$ cat config.mk
export PLATFORM = sky130hd
export DESIGN_NAME = gray_counter
export DESIGN_NICKNAME = d
export VERILOG_FILES = /design/src/rtl/bg_pkg.sv /design/src/rtl/gb_conv.sv /design/src/rtl/gray_counter.sv
export SDC_FILE = /design/constraint.sdc
export NUM_CORES = 1
export LEC_CHECK = 0
export ABC_AREA = 1
export CAP_MARGIN = 30
export CORE_AREA = 4 4 41 43
export CTS_BUF_LIST = sky130_fd_sc_hd__clkbuf_4
export CTS_CLUSTER_SIZE = 20
export DETAILED_ROUTE_END_ITERATION = 8
export DIE_AREA = 0 0 45 47
export DONT_BUFFER_PORTS = 1
export PLACE_DENSITY = 0.64
export SLEW_MARGIN = 20
export SYNTH_ARGS = -nofsm -noshare
export SYNTH_HDL_FRONTEND = slang
export SYNTH_SLANG_ARGS = --single-unit
$ cat constraint.sdc
create_clock -name clk -period 1.5 [get_ports clk]
set_input_delay 0.075 -clock clk [delete_from_list [all_inputs] [get_ports clk]]
set_output_delay 0.075 -clock clk [all_outputs]
set_load 0.03 [all_outputs]
$ cat src/rtl/bg_pkg.sv
// Binary/Gray conversion helpers shared by the counter and its bench.
// b2g: Gray code of a binary value. g2b: binary value of a Gray code
// (XOR prefix from the MSB). Both take a MAX_WIDTH argument; narrower
// values are zero-extended, and leading zeros do not disturb either mapping.
package bg_pkg;

   localparam int unsigned MAX_WIDTH = 32;

   function automatic logic [MAX_WIDTH-1:0] b2g(input logic [MAX_WIDTH-1:0] x);
      return x ^ (x >> 1);
   endfunction

   function automatic logic [MAX_WIDTH-1:0] g2b(input logic [MAX_WIDTH-1:0] x);
      logic [MAX_WIDTH-1:0] b;
      b[MAX_WIDTH-1] = x[MAX_WIDTH-1];
      for (int i = int'(MAX_WIDTH) - 2; i >= 0; i--) begin
         b[i] = b[i+1] ^ x[i];
      end
      return b;
   endfunction

endpackage : bg_pkg

$ cat src/rtl/gb_conv.sv
// Combinational Gray-to-binary converter.
// Ports:
//   g    input  [size-1:0]  Gray-coded value
//   b_c  output [size-1:0]  binary value (combinational)
// Bit i of the result is the XOR of g[size-1:i]; XOR-ing in successively
// shifted copies of g builds that prefix for every bit at once.
module gb_conv #(
   parameter int unsigned size = 4
) (
   input  logic [size-1:0] g,
   output logic [size-1:0] b_c
);

   always_comb begin
      b_c = g;
      for (int unsigned s = 1; s < size; s++) begin
         b_c = b_c ^ (g >> s);
      end
   end

endmodule : gb_conv

$ cat src/rtl/gray_counter.sv
// Registered up/down Gray-code counter with binary or Gray synchronous load.
// Ports:
//   clk        input             rising-edge clock
//   rst        input             asynchronous active-high reset
//   en         input             count enable
//   up         input             1 = count up, 0 = count down
//   load       input             synchronous load, overrides en
//   load_gray  input             1 = load_val is Gray-coded, 0 = binary
//   load_val   input  [WIDTH-1:0] value to load
//   bin        output [WIDTH-1:0] registered binary count
//   gray       output [WIDTH-1:0] registered Gray code of bin
//   wrap       output            one-cycle pulse on the edge the count wraps
module gray_counter
   import bg_pkg::*;
#(
   parameter int unsigned WIDTH = 4,
   parameter int unsigned INIT  = 0
) (
   input  logic             clk,
   input  logic             rst,
   input  logic             en,
   input  logic             up,
   input  logic             load,
   input  logic             load_gray,
   input  logic [WIDTH-1:0] load_val,
   output logic [WIDTH-1:0] bin,
   output logic [WIDTH-1:0] gray,
   output logic             wrap
);

   localparam logic [WIDTH-1:0] INIT_BIN  = WIDTH'(INIT);
   localparam logic [WIDTH-1:0] INIT_GRAY = WIDTH'(b2g(MAX_WIDTH'(INIT)));

   logic [WIDTH-1:0] load_bin_c;
   logic [WIDTH-1:0] next_bin_c;
   logic [WIDTH-1:0] next_gray_c;
   logic             next_wrap_c;

   // Gray-coded load values are decoded before they reach the count register.
   gb_conv #(
      .size (WIDTH)
   ) u_gb_conv (
      .g   (load_val),
      .b_c (load_bin_c)
   );

   // Next count and wrap flag, in load > count > hold priority.
   always_comb begin
      next_bin_c  = bin;
      next_wrap_c = 1'b0;
      if (load) begin
         next_bin_c = load_gray ? load_bin_c : load_val;
      end else if (en) begin
         if (up) begin
            next_bin_c  = bin + WIDTH'(1);
            next_wrap_c = (bin == '1);
         end else begin
            next_bin_c  = bin - WIDTH'(1);
            next_wrap_c = (bin == '0);
         end
      end
      next_gray_c = WIDTH'(b2g(MAX_WIDTH'(next_bin_c)));
   end

   // Gray is registered from the next binary value so both outputs stay in step.
   always_ff @(posedge clk or posedge rst) begin
      if (rst) begin
         bin  <= INIT_BIN;
         gray <= INIT_GRAY;
         wrap <= 1'b0;
      end else begin
         bin  <= next_bin_c;
         gray <= next_gray_c;
         wrap <= next_wrap_c;
      end
   end

endmodule : gray_counter

==> flow_summary.yaml <==
synthesis:
  postSynthCellCount: 80
  synth_edf_count: 0
  synthMostInstantiatedCell: "nand2_1"
  async_reset_ff_frac: 1.00
  ys_warn_count: 0
  synth_top_area_frac: 0.351
  post_synth_num_cell_types: 21
  synthTopCellsByArea: "dfrtp_1 (35%), nand2_1 (17%), nand3_1 (7.0%)"
  netlist_top_cells_count: "nand2_1 (26), inv_1 (10), dfrtp_1 (8), nand3_1 (8), inv_2 (4)"
  synth-seq-cells: 8
  synthFlopType: "dfrtp_1"
  syn-num-nets: 93
  synth_seq_area_share: 0.351
  netlist_area_sq_um: 571
  yosys.area.top_type: "dfrtp_1"
  avgSynthCellArea_sq_um: 7.13
worst_setup_path:
  critPathTopFamily: "simple AND/OR/NAND/NOR gates"
  endpoint_kind: "flip-flop"
  critPathMaxFanout: 2
  crit_top_cell: "nand2_1"
  cp-start-kind: "flip-flop"
  r2r_start: "bin[2]"
  worstPathArrival_ns: 1.63
  crit_path_top_delay_cell: "dfrtp_2"
  critical_path_buf_inv_count: 0
  max_stage_delay_ns: 0.42
  crit_type: "reg2reg"
  path_cells: "ha_4 -> or2_1 -> nand2_1 -> nand2_1 -> nand2_1 -> nand2_1 -> nand3_2 -> nand2_2 -> nand2_1 -> nand2_1"
  setup.worst_path.start: "bin[2]"
  critical_path_required_ns: 1.65
placed_design:
  numPortBuffers: 0
  place.gp.congestion: 0.817
  hpwl_um: 1130
timing:
  hold_viol_final: 0
  post-route-period-util: 0.986
  worst_pin_slew_ns: 0.318
  skew_ns: 0.00241
  min_period_ns: 1.48
  rsz0062_at_grt: "yes"
  hold_ws_ns: 0.0208
  drv_slew: 0
  finalSetupViolCount: 0
  slew_headroom: 0.786
  fmax_ghz: 0.676
run:
  maxCapViolCount: 0
clock_network:
  clockBufferDepth: 2
  cts_tree: "done"
  clk_latency_ns: 0.26
  cts_buffers: 3
  clock-sinks: 8
  htree_levels: 1
  root_buffer: "clkbuf_4"
  clk_pin_slew_ns: 0.06
finish:
  syn_to_final_growth_pct: 23.7
  nNetsFinal: 105
  fin_util: 0.542
  drive_above_1_share: 0.319
  antenna_cells: 0
drt:
  wl_met1_um: 598
  vias: 540
  drc: 0
  wl_per_cell_um: 13.0
  drt_iter0_drc: 9
  routed.top_layer: "met4"
  vias_per_cell: 5.09
  wl_met3_um: 96
  routed_wl_um: 1380
  dr.pass1.iters: 4
  ant_nets: 0
  dr_wl_met2_um: 675
grt:
  grt-ovfl-total: 0
  grt_pass1_wl_um: 2390
  grt_max_degree: 9
  first_global_vias: 568
  antenna_found_initial: 0
  track_usage: 0.160
power_and_ir_drop:
  power_frac_clock: 0.248
  powerDensity_nw_per_um2: 1140
  p_comb_frac: 0.353
  swShare: 0.396
  seq_power_share: 0.400
  p_switching_mw: 0.318
  intPower_mw: 0.485
  max-vdd-ir-drop_mv: 0.515
  power.leakage_nw: 0.383
floorplan:
  die-width_um: 45
  num_rows: 13
  ios: 19
  start_util: 0.438
  die_area_sq_um: 2120
  die_y_um: 47
  core_sq_um: 1300
hold_path:
  hold_class: "in2reg"
  hold_start: "load"
status:
  outcome: "complete, no violations"
## power groups by stage
stage	sequential [mW]	combinational, mW	clock [mW]
2_1_floorplan	0.359	0.166	0
3_3_place_gp	0.323	0.270	0
3_5_place_dp	0.324	0.279	0
4_1_cts	0.322	0.278	0.208
5_1_grt	0.325	0.321	0.221
6_report	0.321	0.283	0.199
## path summary, 6_finish.rpt
path,end,cells past startpoint,slack (ns)
worst min register to register,wrap,3,0.73
worst max-delay path,gray[2],10,0.02
worst min-delay path,bin[3],2,0.02
max in group asynchronous,bin[1],2,1.04
worst max register to register,gray[2],10,0.02
min in group asynchronous,wrap,2,0.20
## routing by layer
metal,GRT usage,vias up
met1,0.180,250
met5,0,-
li1,-,273
met2,0.266,15
met4,0.0760,0
met3,0.0651,2
## kinds of logic (layout without fill, tap and decap cells)
logic type / count (synthesis) / count (layout) / share of synthesized area
fa+ha+maj: 3 / 3 / 0.0789
simple gates: 44 / 44 / 0.355
buf+inv: 16 / 27 / 0.114
compound gates: 7 / 7 / 0.0702
xor+xnor: 2 / 2 / 0.0307
flops: 8 / 8 / 0.351
## through the flow
stage | cells | area [sq um] | setup TNS [ns] | worst slack (ns) | total power, mW
after floorplan | 80 | 594 | -0.0409 | -0.0376 | 0.524
after global placement | 100 | 653 | 0 | 0.0468 | 0.593
after detailed placement | 100 | 653 | -0.00380 | -0.00380 | 0.603
after CTS | 105 | 698 | 0 | 0.0103 | 0.808
after global routing | 106 | 706 | -0.0745 | -0.0424 | 0.867
final | 106 | 706 | 0 | 0.0211 | 0.803
## layout by cell type (no fill, tap or decap), types with 2 or more instances in the layout
cell / n
nand3_2: 3
inv_2: 6
clkbuf_4: 4
dfrtp_2: 3
a21oi_1: 2
nand2_1: 25
buf_4: 7
xor2_1: 2
inv_1: 8
o21ai_1: 3
nand3_1: 7
dfrtp_1: 5
nand2_2: 4
dlygate4sd3_1: 2
nor2_1: 2
## area by class of cell
| cell class | count | area [sq um] |
|---|---|---|
| clock buffer | 4 | 30.0 |
| sequential | 8 | 204 |
| fill | 136 | 596 |
| inverter | 14 | 52.6 |
| tap | 15 | 18.8 |
| multi-input combinational | 56 | 328 |
| timing repair buffer | 9 | 72.6 |
## state kept, by name, indices dropped and copies added (netlist names)
name,flops
bin,4
wrap,1
gray,3
## timing repair
item,4_1_cts,5_1_grt
setup endpoints to repair,1,3
resized for setup,1,1
endpoints found under the hold margin,10,0
hold buffers,2,0
pin swaps,5,3
setup buffers,0,1
(Power assumes the default switching activity.)
